--- config.mk ---
export PLATFORM = sky130hd
export DESIGN_NAME = uart_tx_feeder
export DESIGN_NICKNAME = d
export VERILOG_FILES = /design/src/rtl/uart_tx_feeder.sv
export SDC_FILE = /design/constraint.sdc
export NUM_CORES = 1
export LEC_CHECK = 0
export ABC_AREA = 1
export ABC_CLOCK_PERIOD_IN_PS = 1750
export CAP_MARGIN = 40
export CORE_ASPECT_RATIO = 1.1
export CORE_MARGIN = 1.5
export CORE_UTILIZATION = 45
export DETAILED_ROUTE_END_ITERATION = 7
export GPL_TIMING_DRIVEN = 0
export SKIP_LAST_GASP = 1
export SLEW_MARGIN = 40
export SYNTH_ARGS = -nofsm -noshare
export SYNTH_HDL_FRONTEND = slang
export SYNTH_SLANG_ARGS = --single-unit
--- constraint.sdc ---
create_clock -name CLOCK_50M -period 1.75 [get_ports CLOCK_50M]
set_input_delay 0.2625 -clock CLOCK_50M [delete_from_list [all_inputs] [get_ports CLOCK_50M]]
set_output_delay 0.2625 -clock CLOCK_50M [all_outputs]
set_load 0.02 [all_outputs]
--- src/rtl/uart_tx_feeder.sv ---
// uart_tx_feeder
//   Byte FIFO plus send scheduler feeding the UART transmit control stage.
//   Bytes written on Wr_En are queued. Each byte is presented on
//   Tx_En_Sig/Tx_Data and held until the transmit stage returns its
//   one-cycle Tx_Done_Sig pulse. After that, a GAP_CYC-cycle idle gap is
//   inserted before the next byte is presented.
//
// Ports
//   CLOCK_50M    in   system clock, rising edge
//   RST          in   synchronous active-high reset
//   Wr_En        in   write strobe, one byte per high cycle
//   Wr_Data      in   [7:0] byte to enqueue
//   Full         out  FIFO holds 2**ADDR_W bytes
//   Empty        out  FIFO holds 0 bytes
//   Level        out  [ADDR_W:0] FIFO occupancy
//   Busy         out  scheduler not idle
//   Tx_En_Sig    out  enable to transmit stage
//   Tx_Data      out  [7:0] byte to transmit stage, stable while Tx_En_Sig high
//   Tx_Done_Sig  in   end-of-byte pulse from transmit stage
//
// Optional build macro UART_TX_FEEDER_OVF_EN adds these ports:
//   Ovf          out  sticky flag, set by a write attempted while Full
//   Ovf_Clr      in   clears Ovf. Clear wins over a simultaneous set.

module uart_tx_feeder #(
    parameter int unsigned ADDR_W  = 4,
    parameter int unsigned GAP_CYC = 8
) (
    input  logic              CLOCK_50M,
    input  logic              RST,
    input  logic              Wr_En,
    input  logic [7:0]        Wr_Data,
    output logic              Full,
    output logic              Empty,
    output logic [ADDR_W:0]   Level,
    output logic              Busy,
    output logic              Tx_En_Sig,
    output logic [7:0]        Tx_Data,
`ifdef UART_TX_FEEDER_OVF_EN
    output logic              Ovf,
    input  logic              Ovf_Clr,
`endif
    input  logic              Tx_Done_Sig
);

    localparam int unsigned DEPTH    = 1 << ADDR_W;
    localparam int unsigned GAP_W    = (GAP_CYC > 1) ? $clog2(GAP_CYC) : 1;
    localparam logic [GAP_W-1:0] GAP_LAST = GAP_W'((GAP_CYC > 0) ? GAP_CYC - 1 : 0);

    typedef enum logic [1:0] {
        IDLE = 2'd0,
        SEND = 2'd1,
        GAP  = 2'd2
    } state_t;

    state_t              state_q, state_d;
    logic [7:0]          mem [DEPTH];
    logic [ADDR_W-1:0]   wr_ptr, rd_ptr;
    logic [ADDR_W:0]     level_q;
    logic [GAP_W-1:0]    gap_cnt_q, gap_cnt_d;
    logic                tx_en_d;
    logic [7:0]          tx_data_d;
    logic                wr_ok;
    logic                pop;

    assign Full  = (level_q == (ADDR_W+1)'(DEPTH));
    assign Empty = (level_q == '0);
    assign Level = level_q;
    assign Busy  = (state_q != IDLE);

    // Write acceptance uses the pre-edge Full, so a pop in the same cycle
    // does not open room for the incoming byte.
    assign wr_ok = Wr_En && !Full;
    assign pop   = (state_q == SEND) && Tx_Done_Sig;

    // ---------------- FIFO ----------------
    always_ff @(posedge CLOCK_50M) begin
        if (wr_ok && !RST) begin
            mem[wr_ptr] <= Wr_Data;
        end
    end

    always_ff @(posedge CLOCK_50M) begin
        if (RST) begin
            wr_ptr  <= '0;
            rd_ptr  <= '0;
            level_q <= '0;
        end else begin
            if (wr_ok) begin
                wr_ptr <= wr_ptr + 1'b1;
            end
            if (pop) begin
                rd_ptr <= rd_ptr + 1'b1;
            end
            case ({wr_ok, pop})
                2'b10:   level_q <= level_q + 1'b1;
                2'b01:   level_q <= level_q - 1'b1;
                default: level_q <= level_q;
            endcase
        end
    end

    // ---------------- Scheduler FSM: state register ----------------
    always_ff @(posedge CLOCK_50M) begin
        if (RST) begin
            state_q <= IDLE;
        end else begin
            state_q <= state_d;
        end
    end

    // ---------------- Scheduler FSM: next state ----------------
    always_comb begin
        state_d = state_q;
        case (state_q)
            IDLE: begin
                if (!Empty) begin
                    state_d = SEND;
                end
            end
            SEND: begin
                if (Tx_Done_Sig) begin
                    state_d = (GAP_CYC > 0) ? GAP : IDLE;
                end
            end
            GAP: begin
                if (gap_cnt_q == GAP_LAST) begin
                    state_d = IDLE;
                end
            end
            default: state_d = IDLE;
        endcase
    end

    // ---------------- Scheduler FSM: outputs ----------------
    // Outputs are registered. Next-cycle values are derived from the
    // transition. Because Tx_En_Sig tracks the next state, it stays high
    // through the done cycle and drops on the following cycle.
    always_comb begin
        tx_en_d   = (state_d == SEND);
        tx_data_d = Tx_Data;
        gap_cnt_d = '0;
        if (state_q == IDLE && state_d == SEND) begin
            tx_data_d = mem[rd_ptr];
        end
        if (state_q == GAP && state_d == GAP) begin
            gap_cnt_d = gap_cnt_q + 1'b1;
        end
    end

    always_ff @(posedge CLOCK_50M) begin
        if (RST) begin
            Tx_En_Sig <= 1'b0;
            Tx_Data   <= 8'h00;
            gap_cnt_q <= '0;
        end else begin
            Tx_En_Sig <= tx_en_d;
            Tx_Data   <= tx_data_d;
            gap_cnt_q <= gap_cnt_d;
        end
    end

`ifdef UART_TX_FEEDER_OVF_EN
    // ---------------- Sticky overflow flag ----------------
    always_ff @(posedge CLOCK_50M) begin
        if (RST) begin
            Ovf <= 1'b0;
        end else if (Ovf_Clr) begin
            Ovf <= 1'b0;
        end else if (Wr_En && Full) begin
            Ovf <= 1'b1;
        end
    end
`endif

endmodule

==> impl_results.md <==
* Via-to-Cell Ratio at ~5.0
* Vias in the first global route at about 4700
* Layout area overhead at 20.00%
* Via count at roughly 4800
* CTS tree: done
* Clock Path Buffers at 2
* Worst r2r src: Level[0]$_SDFFE_PP0P_
* Die H at approximately 130 um
* CP cell instances: nor2_4 -> nand4_1 -> nand2_2 -> ha_4 -> inv_2 -> fa_2 -> inv_2 -> nand2_2 -> a21boi_1 -> o21bai_1 -> nand2_1 -> nand2_1 -> a21oi_1
* Critical path's top delay family: simple AND/OR/NAND/NOR gates
* Latest clock arrival within the worst-skew pair at between 0.4 and 0.5 ns
* Nets at 774
* Post-synth top flop: edfxtp_1
* Critical path arrival at 2.30 ns
* Port bufs at 27
* Post-synth top area share at 0.5617
* Worst-Margin Slew at approximately 0.8 ns
* Pwr dens at between 1000 and 1500 nW/um2
* Fmax at 0.5132 GHz
* Diodes inserted at 0
* Htree depth at 4
* Hold path depth at 2
* Clock skew at roughly 0.0064 ns
* Clock-pin slew on the worst setup and hold paths at about 0.06 ns
* Reg2reg end: Level[4]$_SDFFE_PP0P_
* GRT Util Overall at 0.2109
* Final slew viol count at 0
* Yosys Warn Count at 0
* Routed Wire Length at around 16000 um
* Post-Synthesis Cell Area at about 6800 um2
* Setup Crit Path Kind: register to register
* Largest net degree at the start of global routing at 17
* Slowest-stage cell, CP: fa_2
* Root Buffer: clkbuf_16
* Final Power at 0.01006 W
* RSZ-0062 raised after global routing: true
* Number of synthesized register bits at 155
* Crit-path max FO at 4
* Critical Path Sink Type: register
* Fin. Hold Viols at 0
* CP startpoint kind: register
* Max-Cap Viols at 0
* Main area contributors after synthesis: edfxtp_1, nand2_1, dfxtp_1
* Syn Area/Cell at around 9.9 um2
* Per-cell routed wire length at approximately 17 um
* Initial Util at 0.4581
* Worst r2r path cells at 13
* Detailed Routing Iterations Pass 1 at 5
* I/O Pins at 29
* GP Congestion at between 0.9 and 1
* Crit path buf inv count at 2
* DRT iter0 DRCs at 377
* Final core occ at 0.5498
* Sequential share of the synthesized area at 0.6407
* Initial antenna violation count at 0
* CTS Sinks at roughly 160
* Fill cells at 1306
* Final hold slack at 0.1871 ns
* Post-synth EDFFs at approximately 130
* Synth cell types at 29
* Yosys top cell by area: edfxtp_1
* CTS Buf Count at 17
* Remaining DRCs at 0
* GRT overflow at 0
* Leakage power at approximately 3.4 nW
* Rows at 47
* Min-Delay Path Class: input port to register
* ANT nets after route at 0
* Reg2reg setup slack at -0.20 ns
* Die W at ~120 um
* Failing checks: setup timing
* Core Area at 14940 um2
* Count leader, synth: nand2_1
* Syn_nets at approximately 720
* Share of post-route cells with drive strength above 1 at 0.1586
* Slew HR at 0.4646
* Post-route setup slack at -0.1986 ns
* Final min period at 1.949 ns
* # hold bufs at CTS at 0
* First-pass GRT wire length at between 20000 and 25000 um
* Final HPWL DP at between 10000 and 15000 um
* Hold endpoint: state_q[1]$_SDFF_PP0_
* Crit-path max cell delay at around 0.37 ns
* Fin crit share at 1.113
* WP data required at ~2.1 ns
* Status: finished with violations
* IR drop worst, VDD at 0.6172 mV
* Top post-synthesis cells by count: nand2_1, edfxtp_1, nand3_1
* Mapped Cells at roughly 690
* Final setup viols at 3
* Asr flop ratio synth at 0
* Die ar. at ~16000 um2
* HP Start: RST
==> placed cells by master (no fill, tap or decap), types with 17 or more instances in the layout <==
cell type        netlist  routed
nor2_1                40      24
inv_1                 90      87
clkbuf_16              0      17
nor2_4                 0      18
dfxtp_1               27      22
nand2_1              220     216
clkdlybuf4s50_1        0      22
nand3_1               96      94
edfxtp_1             128     128
==> metrics by stage <==
stage          setup WS, ns  area (um2)  TNS [ns]  instances
6_report            -0.1986        8212   -0.3930        959
5_1_grt             -0.3429        8212    -2.837        959
4_1_cts             -0.1810        8077    -4.161        954
3_5_place_dp        -0.5792        7387    -51.59        916
3_3_place_gp        -0.5158        7387    -44.73        916
2_1_floorplan      -0.09704        6872   -0.1481        693
==> how the worst max path moves through the flow <==
stage	startpoint	slack [ns]	depth (start not counted)	end
3_3_place_gp	Tx_Done_Sig	-0.52	13	Level[4]$_SDFFE_PP0P_
2_1_floorplan	Level[3]$_SDFFE_PP0P_	-0.1	13	Level[4]$_SDFFE_PP0P_
6_report	Level[0]$_SDFFE_PP0P_	-0.20	13	Level[4]$_SDFFE_PP0P_
5_1_grt	Level[0]$_SDFFE_PP0P_	-0.34	13	Level[4]$_SDFFE_PP0P_
4_1_cts	Level[3]$_SDFFE_PP0P_	-0.18	13	Level[4]$_SDFFE_PP0P_
3_5_place_dp	Tx_Done_Sig	-0.58	13	Level[4]$_SDFFE_PP0P_
==> where the power goes <==
group / total, W / switching, W / leakage (nW) / internal, W
logic: 0.00233 / 0.00144 / 1.80 / 0.000893
registers: 0.00429 / 0.000111 / 1.38 / 0.00418
clock network: 0.00344 / 0.00149 / 0.254 / 0.00195
total: 0.0101 / 0.00304 / 3.43 / 0.00703
==> worst register-to-register path: stages, from the launching register on <==
cell      delay, ns
dfxtp_4        0.36
nor2_4         0.11
nand4_1        0.13
nand2_2        0.13
ha_4           0.14
inv_2          0.04
fa_2           0.37
inv_2          0.06
nand2_2        0.04
a21boi_1       0.13
o21bai_1       0.09
nand2_1        0.08
nand2_1        0.06
a21oi_1        0.13
==> layer usage <==
| metal | global-route usage | up-vias | routed length, um | part of all wire |
|---|---|---|---|---|
| met5 | 0 | - | 0 | 0 |
| met2 | 0.3554 | 135 | 7925 | 0.50 |
| li1 | - | 2360 | - | - |
| met4 | 0.09608 | 0 | 516 | 0.033 |
| met3 | 0.03893 | 33 | 630 | 0.040 |
| met1 | 0.2636 | 2281 | 6784 | 0.43 |
==> cell families (layout without fill, tap and decap cells) <==
group,Yosys count,count (layout),share of synthesized area
AND/OR/NAND/NOR,366,366,0.2242
flip-flops,155,155,0.6407
buffers and inverters,131,201,0.08795
AO/OA/AOI/OAI,25,25,0.01902
adder cells (fa/ha/maj),12,12,0.02304
XOR/XNOR,4,4,0.005121
==> registers in the layout (all words and copies together) (netlist names) <==
register	count
mem	128
Tx_Data	8
Level	5
rd_ptr	4
wr_ptr	4
gap_cnt_q	3
state_q	2
Tx_En_Sig	1
==> area by class of cell <==
class | count | area (um2) | share of cell area
Clock buffer | 18 | 429.2 | 0.05226
Inverter | 102 | 382.9 | 0.04662
Multi-Input combinational cell | 407 | 2047 | 0.2493
Buffer | 29 | 220.2 | 0.02682
Sequential cell | 155 | 4398 | 0.5356
Timing Repair Buffer | 38 | 369.1 | 0.04495
Clock inverter | 14 | 120.1 | 0.01463
Tap cell | 196 | 245.2 | 0.02986
==> repair_timing <==
item	4_1_cts	5_1_grt
setup endpoints to repair	134	93
gates resized for setup	31	28
buffers inserted	6	8
pin swaps	2	13
(Power assumes the default switching activity.)
